<file path="src/rtl/uart_alu_host.sv">
// Initiator for the UART ALU protocol: sends A, B and OP through a UART transmitter,
// then waits for a single result byte, or gives up after a bounded wait.
module uart_alu_host #(
  parameter int N_DATA         = 8,
  parameter int NB_OPERATION   = 6,
  parameter int NB_TIMEOUT     = 16,
  parameter int TIMEOUT_CYCLES = 50000
) (
  input  logic                    i_clk,
  input  logic                    i_rst,
  input  logic                    i_req,
  input  logic [N_DATA-1:0]       i_data_a,
  input  logic [N_DATA-1:0]       i_data_b,
  input  logic [NB_OPERATION-1:0] i_data_op,
  output logic                    o_busy,
  output logic [N_DATA-1:0]       o_result,
  output logic                    o_result_valid,
  output logic                    o_timeout,
  output logic [N_DATA-1:0]       o_tx_data,
  output logic                    o_tx_start,
  input  logic                    i_tx_done,
  input  logic [N_DATA-1:0]       i_rx_data,
  input  logic                    i_rx_done
);

  typedef enum logic [2:0] {
    S_IDLE,
    S_SEND_A,
    S_WAIT_A,
    S_SEND_B,
    S_WAIT_B,
    S_SEND_OP,
    S_WAIT_OP,
    S_WAIT_RES
  } state_t;

  localparam logic [NB_TIMEOUT-1:0] TO_LAST = NB_TIMEOUT'(TIMEOUT_CYCLES - 1);

  state_t                  state_q, state_d;
  logic [N_DATA-1:0]       a_q, a_d;
  logic [N_DATA-1:0]       b_q, b_d;
  logic [NB_OPERATION-1:0] op_q, op_d;
  logic [NB_TIMEOUT-1:0]   cnt_q, cnt_d;
  logic [N_DATA-1:0]       result_q, result_d;
  logic                    result_valid_q, result_valid_d;
  logic                    timeout_q, timeout_d;
  logic [N_DATA-1:0]       tx_data_q, tx_data_d;
  logic                    tx_start_q, tx_start_d;
  logic                    busy_q;

  // Next-state and next-output logic; pulses default low, everything else holds.
  always_comb begin
    state_d        = state_q;
    a_d            = a_q;
    b_d            = b_q;
    op_d           = op_q;
    cnt_d          = cnt_q;
    result_d       = result_q;
    result_valid_d = 1'b0;
    timeout_d      = 1'b0;
    tx_data_d      = tx_data_q;
    tx_start_d     = 1'b0;
    case (state_q)
      S_IDLE: begin
        if (i_req) begin
          a_d     = i_data_a;
          b_d     = i_data_b;
          op_d    = i_data_op;
          state_d = S_SEND_A;
        end else begin
          state_d = S_IDLE;
        end
      end
      S_SEND_A: begin
        tx_data_d  = a_q;
        tx_start_d = 1'b1;
        state_d    = S_WAIT_A;
      end
      S_WAIT_A: begin
        if (i_tx_done) state_d = S_SEND_B;
        else           state_d = S_WAIT_A;
      end
      S_SEND_B: begin
        tx_data_d  = b_q;
        tx_start_d = 1'b1;
        state_d    = S_WAIT_B;
      end
      S_WAIT_B: begin
        if (i_tx_done) state_d = S_SEND_OP;
        else           state_d = S_WAIT_B;
      end
      S_SEND_OP: begin
        tx_data_d  = N_DATA'(op_q);
        tx_start_d = 1'b1;
        state_d    = S_WAIT_OP;
      end
      S_WAIT_OP: begin
        if (i_tx_done) begin
          cnt_d   = '0;
          state_d = S_WAIT_RES;
        end else begin
          state_d = S_WAIT_OP;
        end
      end
      S_WAIT_RES: begin
        // A result arriving on the expiry cycle takes priority over the timeout.
        if (i_rx_done) begin
          result_d       = i_rx_data;
          result_valid_d = 1'b1;
          state_d        = S_IDLE;
        end else if (cnt_q == TO_LAST) begin
          timeout_d = 1'b1;
          state_d   = S_IDLE;
        end else begin
          cnt_d = cnt_q + NB_TIMEOUT'(1);
        end
      end
      default: begin
        state_d = S_IDLE;
      end
    endcase
  end

  // State and output registers with synchronous active-low reset.
  always_ff @(posedge i_clk) begin
    if (!i_rst) begin
      state_q        <= S_IDLE;
      a_q            <= '0;
      b_q            <= '0;
      op_q           <= '0;
      cnt_q          <= '0;
      result_q       <= '0;
      result_valid_q <= 1'b0;
      timeout_q      <= 1'b0;
      tx_data_q      <= '0;
      tx_start_q     <= 1'b0;
      busy_q         <= 1'b0;
    end else begin
      state_q        <= state_d;
      a_q            <= a_d;
      b_q            <= b_d;
      op_q           <= op_d;
      cnt_q          <= cnt_d;
      result_q       <= result_d;
      result_valid_q <= result_valid_d;
      timeout_q      <= timeout_d;
      tx_data_q      <= tx_data_d;
      tx_start_q     <= tx_start_d;
      busy_q         <= (state_d != S_IDLE);
    end
  end

  assign o_busy         = busy_q;
  assign o_result       = result_q;
  assign o_result_valid = result_valid_q;
  assign o_timeout      = timeout_q;
  assign o_tx_data      = tx_data_q;
  assign o_tx_start     = tx_start_q;

endmodule

</file>
<file path="config.mk">
export PLATFORM = sky130hd
export DESIGN_NAME = uart_alu_host
export DESIGN_NICKNAME = d
export VERILOG_FILES = /design/src/rtl/uart_alu_host.sv
export SDC_FILE = /design/constraint.sdc
export NUM_CORES = 1
export LEC_CHECK = 0
export ABC_AREA = 1
export BUFFER_PORTS_ARGS = -buffer_cell sky130_fd_sc_hd__buf_2
export CELL_PAD_IN_SITES_DETAIL_PLACEMENT = 0
export CELL_PAD_IN_SITES_GLOBAL_PLACEMENT = 1
export CORE_UTILIZATION = 38
export DETAILED_ROUTE_END_ITERATION = 12
export PLACE_DENSITY = 0.85
export REMOVE_ABC_BUFFERS = 1
export SYNTH_ARGS = -nofsm -noshare
export SYNTH_HDL_FRONTEND = slang
export SYNTH_SLANG_ARGS = --single-unit
</file>
<file path="constraint.sdc">
create_clock -name i_clk -period 1.75 [get_ports i_clk]
set_input_delay 0.175 -clock i_clk [delete_from_list [all_inputs] [get_ports i_clk]]
set_output_delay 0.175 -clock i_clk [all_outputs]
set_load 0.01 [all_outputs]
</file>
### After elaboration in Yosys (flattened, before gate mapping)

Cells that the tools add are included.

| cells by class | value |
|---|---|
| add/sub/neg operators | 1 |
| shifts and indexed selects | 0 |
| order comparisons | 0 |
| multiply operators | 0 |
| multiplexer cells | 15 |
| bitwise gates (word level) | 2 |
| eq/ne operators | 11 |
| reduce and logical (&&, ||, !) cells | 10 |
| div/mod/pow operators | 0 |

Operators with widths:

| kind | number |
|---|---|
| $mux 16 | 3 |
| $pmux 16 s2 | 1 |
| $pmux 3 s8 | 1 |
| $pmux 8 s3 | 1 |
| $add 16x1->16 const B | 1 |
| $eq 16x16->1 const B | 1 |
| $eq 3x3->1 const B | 4 |
| $mux 1 | 7 |
| $eq 3x2->1 const B | 2 |
| $mux 3 | 2 |
| $ne 2x2->1 const B | 3 |
| $reduce_and 2->1 | 3 |
| $reduce_bool 3->1 | 2 |
| $reduce_or 3->1 | 2 |
| $reduce_and 4->1 | 1 |
| $eq 3x1->1 const B | 1 |
| $logic_not 3->1 | 1 |
| $not 1->1 | 2 |
| $reduce_bool 2->1 | 1 |

| storage, ports and cells | value |
|---|---|
| latch bits | 0 |
| word-level logic and storage cells | 50 |
| input port bits | 35 |
| memory bits (read-only) | 0 |
| output and inout port bits | 20 |
| memories | 0 |
| bits in writable memories | 0 |
| register bits after elaboration | 61 |

### Depth between registers and ports, before layout

Gate-level depths: netlist (run 1).

| depth | value |
|---|---|
| depth in word-level cells | 5 |
| depth in mapped cells | 11 |

### Least setup slack after synthesis (run 1)

No wires, ideal clock.

| timing | value |
|---|---|
| path type | reg2reg |
| start point | register cnt_q[0] |
| end point | register cnt_q[1] |
| arrival | 1401 ps |
| clock period less this slack | 1516 ps |
| slack | 234 ps |
| path buffers | 1 |
| cell stages (with the launch flop) | 10 |
| library setup time | 115 ps |
| data required time | 1635 ps |
| cell sequence | dfxtp_1 -> ha_1 -> nand3_1 -> nor2_1 -> nand2_1 -> nand2_1 -> nand2_4 -> buf_6 -> o21ai_1 -> nor2_1 |

| on the way | value |
|---|---|
| longest elaborated chain between the ends | 4 |

Ends and longest elaborated chain:

| element | line | source |
|---|---|---|
| from (decl) | 43 | `logic [NB_TIMEOUT-1:0] cnt_q, cnt_d;` |
| from (signal assigned) | 143 | `cnt_q <= cnt_d;` |
| $add 16x1->16 | 115 | `cnt_d = cnt_q + NB_TIMEOUT'(1);` |
| $mux 16 | 111 | `end else if (cnt_q == TO_LAST) begin` |
| $mux 16 | 107 | `if (i_rx_done) begin` |
| $pmux 16 s2 | 63 | `case (state_q)` |

Several ways; a longest one is shown, not always the timed one. The select of a mux whose other input is x is not followed.
A chain may end at the register's enable or synchronous reset.

### Final worst setup path (run 1)

| timing | value |
|---|---|
| start point | register cnt_q[1] |
| end point | register cnt_q[14] |

The elaborated chain is that of the path after synthesis.

==> results of run 1 <==
-- stage by stage --
| step | setup slack (ns) | power (mW) | hold WS (ns) | cell area [µm²] |
|---|---|---|---|---|
| final | 0.1273 | 3.146 | 0.04255 | 3435 |
| after global routing | 0.009704 | 3.314 | 0.03732 | 3435 |
| after CTS | 0.04121 | 3.186 | 0.02989 | 3422 |
| after detailed placement | 0.05797 | 2.049 | 0.3916 | 3244 |
| after global placement | 0.1169 | 2.037 | 0.3988 | 3244 |
| after floorplan | 0.02897 | 1.847 | 0.2535 | 2744 |
-- cells in the mapped netlist --
cell type,n,area share (%)
nor2_1,74,9.9
nand2_1,69,9.2
dfxtp_1,61,43
inv_1,48,6.4
o21ai_0,44,7.8
a21oi_1,38,6.8
nand3_1,22,3.9
clkbuf_1,8,1.1
nand4_1,5,1.1
xor2_1,5,1.6
a41oi_1,3,0.94
nand2_4,3,1.2
a31oi_1,2,0.45
buf_2,2,0.36
buf_6,2,0.80
clkinv_1,2,0.27
nand2_2,2,0.45
nor3_1,2,0.36
o21ai_1,2,0.36
a21boi_0,1,0.27
a31o_2,1,0.31
buf_1,1,0.13
ha_1,1,0.45
inv_2,1,0.13
nand3_2,1,0.36
nor2_4,1,0.40
nor2_8,1,0.71
nor3_2,1,0.36
nor4_1,1,0.22
o21bai_1,1,0.27
-- registers in the layout, summed over array words and instances, names as in the netlist, 3 cells and up --
register   cells
cnt_q         16
o_tx_data      8
a_q            8
o_result       8
b_q            8
op_q           6
state_q        3
-- power breakdown --
group          switching (mW)  total, mW  internal, mW
logic                   0.256      0.432         0.175
registers              0.0685       1.58          1.51
clock network           0.548       1.13         0.584
total                   0.873       3.15          2.27
-- routing by layer --
layer,wire length [µm],vias up
li1,-,1433
met1,3263,1286
met2,3241,58
met3,273,13
met4,136,0
met5,0,-
-- path summary, 6_finish.rpt --
check | startpoint | endpoint | slack, ns
setup / recovery | cnt_q[1]$_SDFFE_PN0P_ | cnt_q[14]$_SDFFE_PN0P_ | 0.13
setup reg to reg | cnt_q[1]$_SDFFE_PN0P_ | cnt_q[14]$_SDFFE_PN0P_ | 0.13
hold reg to reg | b_q[7]$_SDFFE_PN0P_ | b_q[7]$_SDFFE_PN0P_ | 0.44
hold / removal | i_rx_done | o_timeout$_SDFF_PP0_ | 0.04
-- repair_timing --
item | CTS | global route
endpoints found under the setup margin | 0 | 13
gates resized for setup | 0 | 3
setup buffers | 0 | 0
-- cell usage in the layout, fill, tap and decap left out, types with 5 or more instances in the layout --
master,count
nor2_1,74
clkbuf_8,11
xor2_1,5
nand4_1,5
o21ai_0,44
nand3_1,21
buf_4,12
nand2_1,68
a21oi_1,38
dfxtp_1,61
inv_1,48
buf_2,54
-- cell type report --
type	instances	share of cell area, %
clock buffer	12	4.517
clock inverter	4	0.6557
inverter	51	5.574
multi-input combinational	280	39.13
sequential	61	35.56
tap	96	3.497
timing repair buffer	67	11.07
-- logic make-up after synthesis --
| family | count (synthesis) |
|---|---|
| AOI/OAI and AO/OA | 92 |
| and+or+nand+nor | 182 |
| buffers and inverters | 64 |
| xor gates and xnor gates | 5 |
| adders and majority gates | 1 |
| DFF | 61 |
==> metrics.txt, run 1 <==
placed insts=555; number of global-route vias before repair=2,563; final setup fails=0; GRT Total Usage=19.31%; TritonCTS Buffers=9; Max stage delay on crit path=0.37 ns; vias per inst=4.886; Pwr Density=916.0 nW/µm²; M2 GR Usage=30.58%; crit path time final=1.623 ns; starting density of the core=40.25%; # rows=30; Layout Cells excl Fill=571; Tcrit/Tclk final=92.73%; worst path bufs/invs=0; DRC=0; CP max stage cell=dfxtp_1; die height=88.00 µm; Worst-path clk slew=0.07 ns; die width=88.00 µm; Area Growth Syn to Fin=22.22%; warnings from Yosys=0; H-tree depth=3; first-pass GRT wire length=11.39 mm; register area share after synthesis=43.46%; core area=6982 µm²; Fillers=749; Syn Inst Count=405; WS Path Type=reg -> reg; setup total negative slack=0 ns; CTS sink cnt=61; worst-margin pin slew=0.3108 ns; Crit Path Max Fanout=13; RSZ-0062 raised after global routing=false; Post-Synth Simple-Gate Area=28.18%; GR peak layer=met2; layout net count=506; Final GP Congestion=0.8398; share of cells above drive strength 1=20.00%; clock buffer depth=2; most frequent CP cell=nor2_1; Synth Area in Compound Gates=17.19%; Cell Area, Synth=2810 µm²; Max-Slew Margin vs Limit=79.21%; Initial DRC Count=123; Port Buffers=54; pin count of the biggest net entering global routing=46; Final Util=49.19%; GRT overflow=0; Worst setup EP type=flop; CP Data Required Time=1.98 ns; via count=2,790; global routing usage on met1=24.93%; DP Wirelength=4.904 mm; Max-cap violations=0; largest delay contributor family on the critical path=simple AND/OR/NAND/NOR gates; Slew Viols, Final=0; CTS tree=built; Yosys cell types=30; wire length per cell=12.11 µm; largest vdd supply drop=0.5912 mV; I/O Pins=55; remaining antenna violation count after routing=0; Final Hold Vio Count=0; mux share of post-synthesis cell area=0%; LEAKAGE=1.500 nW; FF+latch area=1221 µm²; skew final=0.009976 ns; n_diodes=0; hold path depth=2; cell chain of the critical path=ha_1, nand3_2, nor3_1, nand3_1, nand2_4, nor2_1, nor2_1, nor2_1; CTS Hold Bufs=0; cells on worst reg2reg path=8; WP data arrival=1.85 ns; synthesized area per cell=6.939 µm²; die area=7743 µm²; met3 usage=3.864%; Post-Synth Adder-Cell Area=0.4452%; largest family of logic cells by synthesized area=simple AND/OR/NAND/NOR gates; run status=complete, no violations; FF+latch count, synth=61; antenna violations before repair=0; WP depth=8; XOR/XNOR Fraction of Synth Area=1.558%; worst skew pair latency=0.34 ns; Hold Path Class=in -> reg; multi-input logic area=1344 µm²; CTS Root Cell=clkbuf_8; nature of the critical path startpoint=flop; Initial DRT Pass Iterations=4; Post-Route WL=6.915 mm; FMAX=0.6163 GHz
(Power assumes the default switching activity.)
==> run 2: changes to the inputs <==
--- a/config.mk
+++ b/config.mk
@@ -16,3 +16,4 @@
 export SYNTH_ARGS = -nofsm -noshare
 export SYNTH_HDL_FRONTEND = slang
 export SYNTH_SLANG_ARGS = --single-unit
+export TNS_END_PERCENT = 5
==> constraint.sdc (replaced) <==
create_clock -name i_clk -period 1.75 [get_ports i_clk]
set_input_delay 0.2625 -clock i_clk [delete_from_list [all_inputs] [get_ports i_clk]]
set_output_delay 0.2625 -clock i_clk [all_outputs]
set_load 0.01 [all_outputs]
==> run 2 against run 1 <==
First-iteration DRC count increased by 28%. Largest cell class unchanged. Clock-buffer cell count unchanged. Non-clock buffer count fell by 2. Critical path type unchanged. Critical path depth is 1 higher. Critical endpoint is now cnt_q[12]$_SDFFE_PN0P_.
==> metrics.txt, run 2 (synthesis results as in run 1) <==
Pwr Density=900.4 nW/µm² (-1.7%); HP Start=i_rx_done; via count=2,755 (-1.3%); Slew Viols, Final=0 (unchanged); WP depth=9 (+1); number of global-route vias before repair=2,449 (-4.4%); RR Startpoint=cnt_q[1]$_SDFFE_PN0P_; starting density of the core=40.25% (unchanged); Sw Pwr=0.8604 mW (-1.4%); Worst-path clk slew=0.08 ns (about the same); remaining antenna violation count after routing=0 (unchanged); TritonCTS Buffers=9 (unchanged); Max-Slew Margin vs Limit=80.29% (+1.1 points); largest vdd supply drop=0.4325 mV (-27%); H-tree depth=3 (unchanged); DP Wirelength=4.769 mm (-2.7%); GRT overflow=0 (unchanged); Max stage delay on crit path=0.37 ns (about the same); CTS sink cnt=61 (unchanged); die height=88.00 µm (unchanged); DRC=0 (unchanged); FMAX=0.6337 GHz (+2.8%); antenna violations before repair=0 (unchanged); most frequent CP cell=nor2_1; worst-margin pin slew=0.2945 ns (-0.01624 ns); hold path depth=2 (unchanged); I/O Pins=55 (unchanged); combinational fraction of design power=13.8% (about the same); pin count of the biggest net entering global routing=46 (unchanged); Max-cap violations=0 (unchanged); largest delay contributor family on the critical path=simple AND/OR/NAND/NOR gates; Hold Path Class=in -> reg; multi-input logic area=1360 µm² (+1.2%); die area=7743 µm² (unchanged); Int Pwr=2.238 mW (-1.6%); commonest non-fill, non-tap cell in the layout=nor2_1; Initial DRC Count=157 (+28%); WP data arrival=1.86 ns (about the same); Post-Route WL=6.872 mm (-0.62%); Fillers=747 (-0.27%); vias per inst=4.833 (-1.1%); max reg flops=16 (unchanged); CTS tree=built; crit path time final=1.578 ns (-0.04467 ns); CP max stage cell=dfxtp_1; Port Buffers=54 (unchanged); most frequent cells in the layout=nor2_1 (74), nand2_1 (68), dfxtp_1 (60); Crit Path Max Fanout=15 (+2); clock buffer depth=2 (unchanged); Seq pwr share=51.1% (+0.8 points); GRT Total Usage=19.05% (-0.26 points); first-pass GRT wire length=11.29 mm (-0.90%); final setup fails=0 (unchanged); wire length per cell=12.06 µm (-0.45%); n_diodes=0 (unchanged); register with the most flip-flops=cnt_q; share of cells above drive strength 1=20.25% (+0.25 points); nature of the critical path startpoint=flop; setup ws final=0.1719 ns (+0.04467 ns); LEAKAGE=1.493 nW (-0.44%); Final Hold Vio Count=0 (unchanged); Final Util=49.28% (+0.090 points); Setup WS pre-CTS=0.05212 ns (-0.005847 ns); cells on worst reg2reg path=9 (+1); CP Data Required Time=2.03 ns (+0.05 ns); WS Path Type=reg -> reg; clock network power share=35.1% (-0.9 points); Initial DRT Pass Iterations=4 (unchanged); layout net count=505 (-0.20%); switching portion of total power=27.77% (about the same); cell chain of the critical path=ha_1, nand3_2, nor2_1, nand2_1, nand2_2, nand2_4, nor2_1, nor2_1, nor2_1; run status=complete, no violations; Area Growth Syn to Fin=22.44%; Final GP Congestion=0.8135 (-3.1%); skew final=0.01268 ns (+0.002707 ns); die width=88.00 µm (unchanged); core area=6982 µm² (unchanged); Worst setup EP type=flop; # rows=30 (unchanged); CTS Hold Bufs=0 (unchanged); Tcrit/Tclk final=90.17% (-2.6 points); internal reg-to-reg setup slack=0.17 ns (+0.04 ns); CTS Root Cell=clkbuf_8; worst skew pair latency=0.34 ns (about the same); CP Launch Point=cnt_q[1]$_SDFFE_PN0P_; FF+latch area=1222 µm² (+0.10%); worst path bufs/invs=0 (unchanged)
==> run 2: through the flow <==
step | TNS, ns | instances | cell area, µm² | hold slack (ns) | power, mW
after detailed placement | 0 | 552 | 3222 | 0.4357 | 2.043
after global placement | 0 | 552 | 3222 | 0.4312 | 2.033
after CTS | 0 | 568 | 3391 | 0.1300 | 3.143
after floorplan | 0 | 392 | 2744 | 0.3410 | 1.847
final | 0 | 570 | 3441 | 0.1417 | 3.098
after global routing | -0.01087 | 570 | 3441 | 0.1408 | 3.281
==> run 2: power groups by stage <==
stage	Sequential [mW]	Clock, mW	Combinational [mW]
floorplan	1.62	0	0.230
global placement	1.61	0	0.422
detailed placement	1.61	0	0.431
CTS	1.58	1.13	0.432
global route	1.60	1.19	0.494
finish	1.58	1.09	0.429
==> run 2: path summary, 6_finish.rpt <==
| check | to |
|---|---|
| worst max-delay path | cnt_q[12]$_SDFFE_PN0P_ |
| worst min-delay path | o_timeout$_SDFF_PP0_ |
| worst max register to register | cnt_q[12]$_SDFFE_PN0P_ |
| worst min register to register | b_q[7]$_SDFFE_PN0P_ |
==> run 2: repair_timing <==
action / in CTS / in global routing
resized for setup: 0 / 6
setup buffers: 0 / 1
endpoints found under the hold margin: 0 / 0
setup endpoints to repair: 0 / 17
==> run 2: layout make-up <==
type / instances / share of cell area, %
well taps: 96 / 3.491
clock inverters: 4 / 0.6909
clock buffers: 12 / 4.218
multi-input cells: 281 / 39.53
inverters: 51 / 5.564
flip-flops and latches: 61 / 35.53
repair buffers: 65 / 10.98
==> run 2: per-layer routing <==
metal,wire [µm],track usage (%),up-vias
met5,0,0,-
met4,101,8.048,0
met3,244,3.487,10
met2,3107,29.18,64
met1,3418,26.24,1239
li1,-,-,1442
==> run 2: worst reg2reg max path, stage by stage (launching register included) <==
cell	delay, ns
dfxtp_1	0.37
ha_1	0.22
nand3_2	0.14
nor2_1	0.13
nand2_1	0.15
nand2_2	0.14
nand2_4	0.14
nor2_1	0.13
nor2_1	0.05
nor2_1	0.08
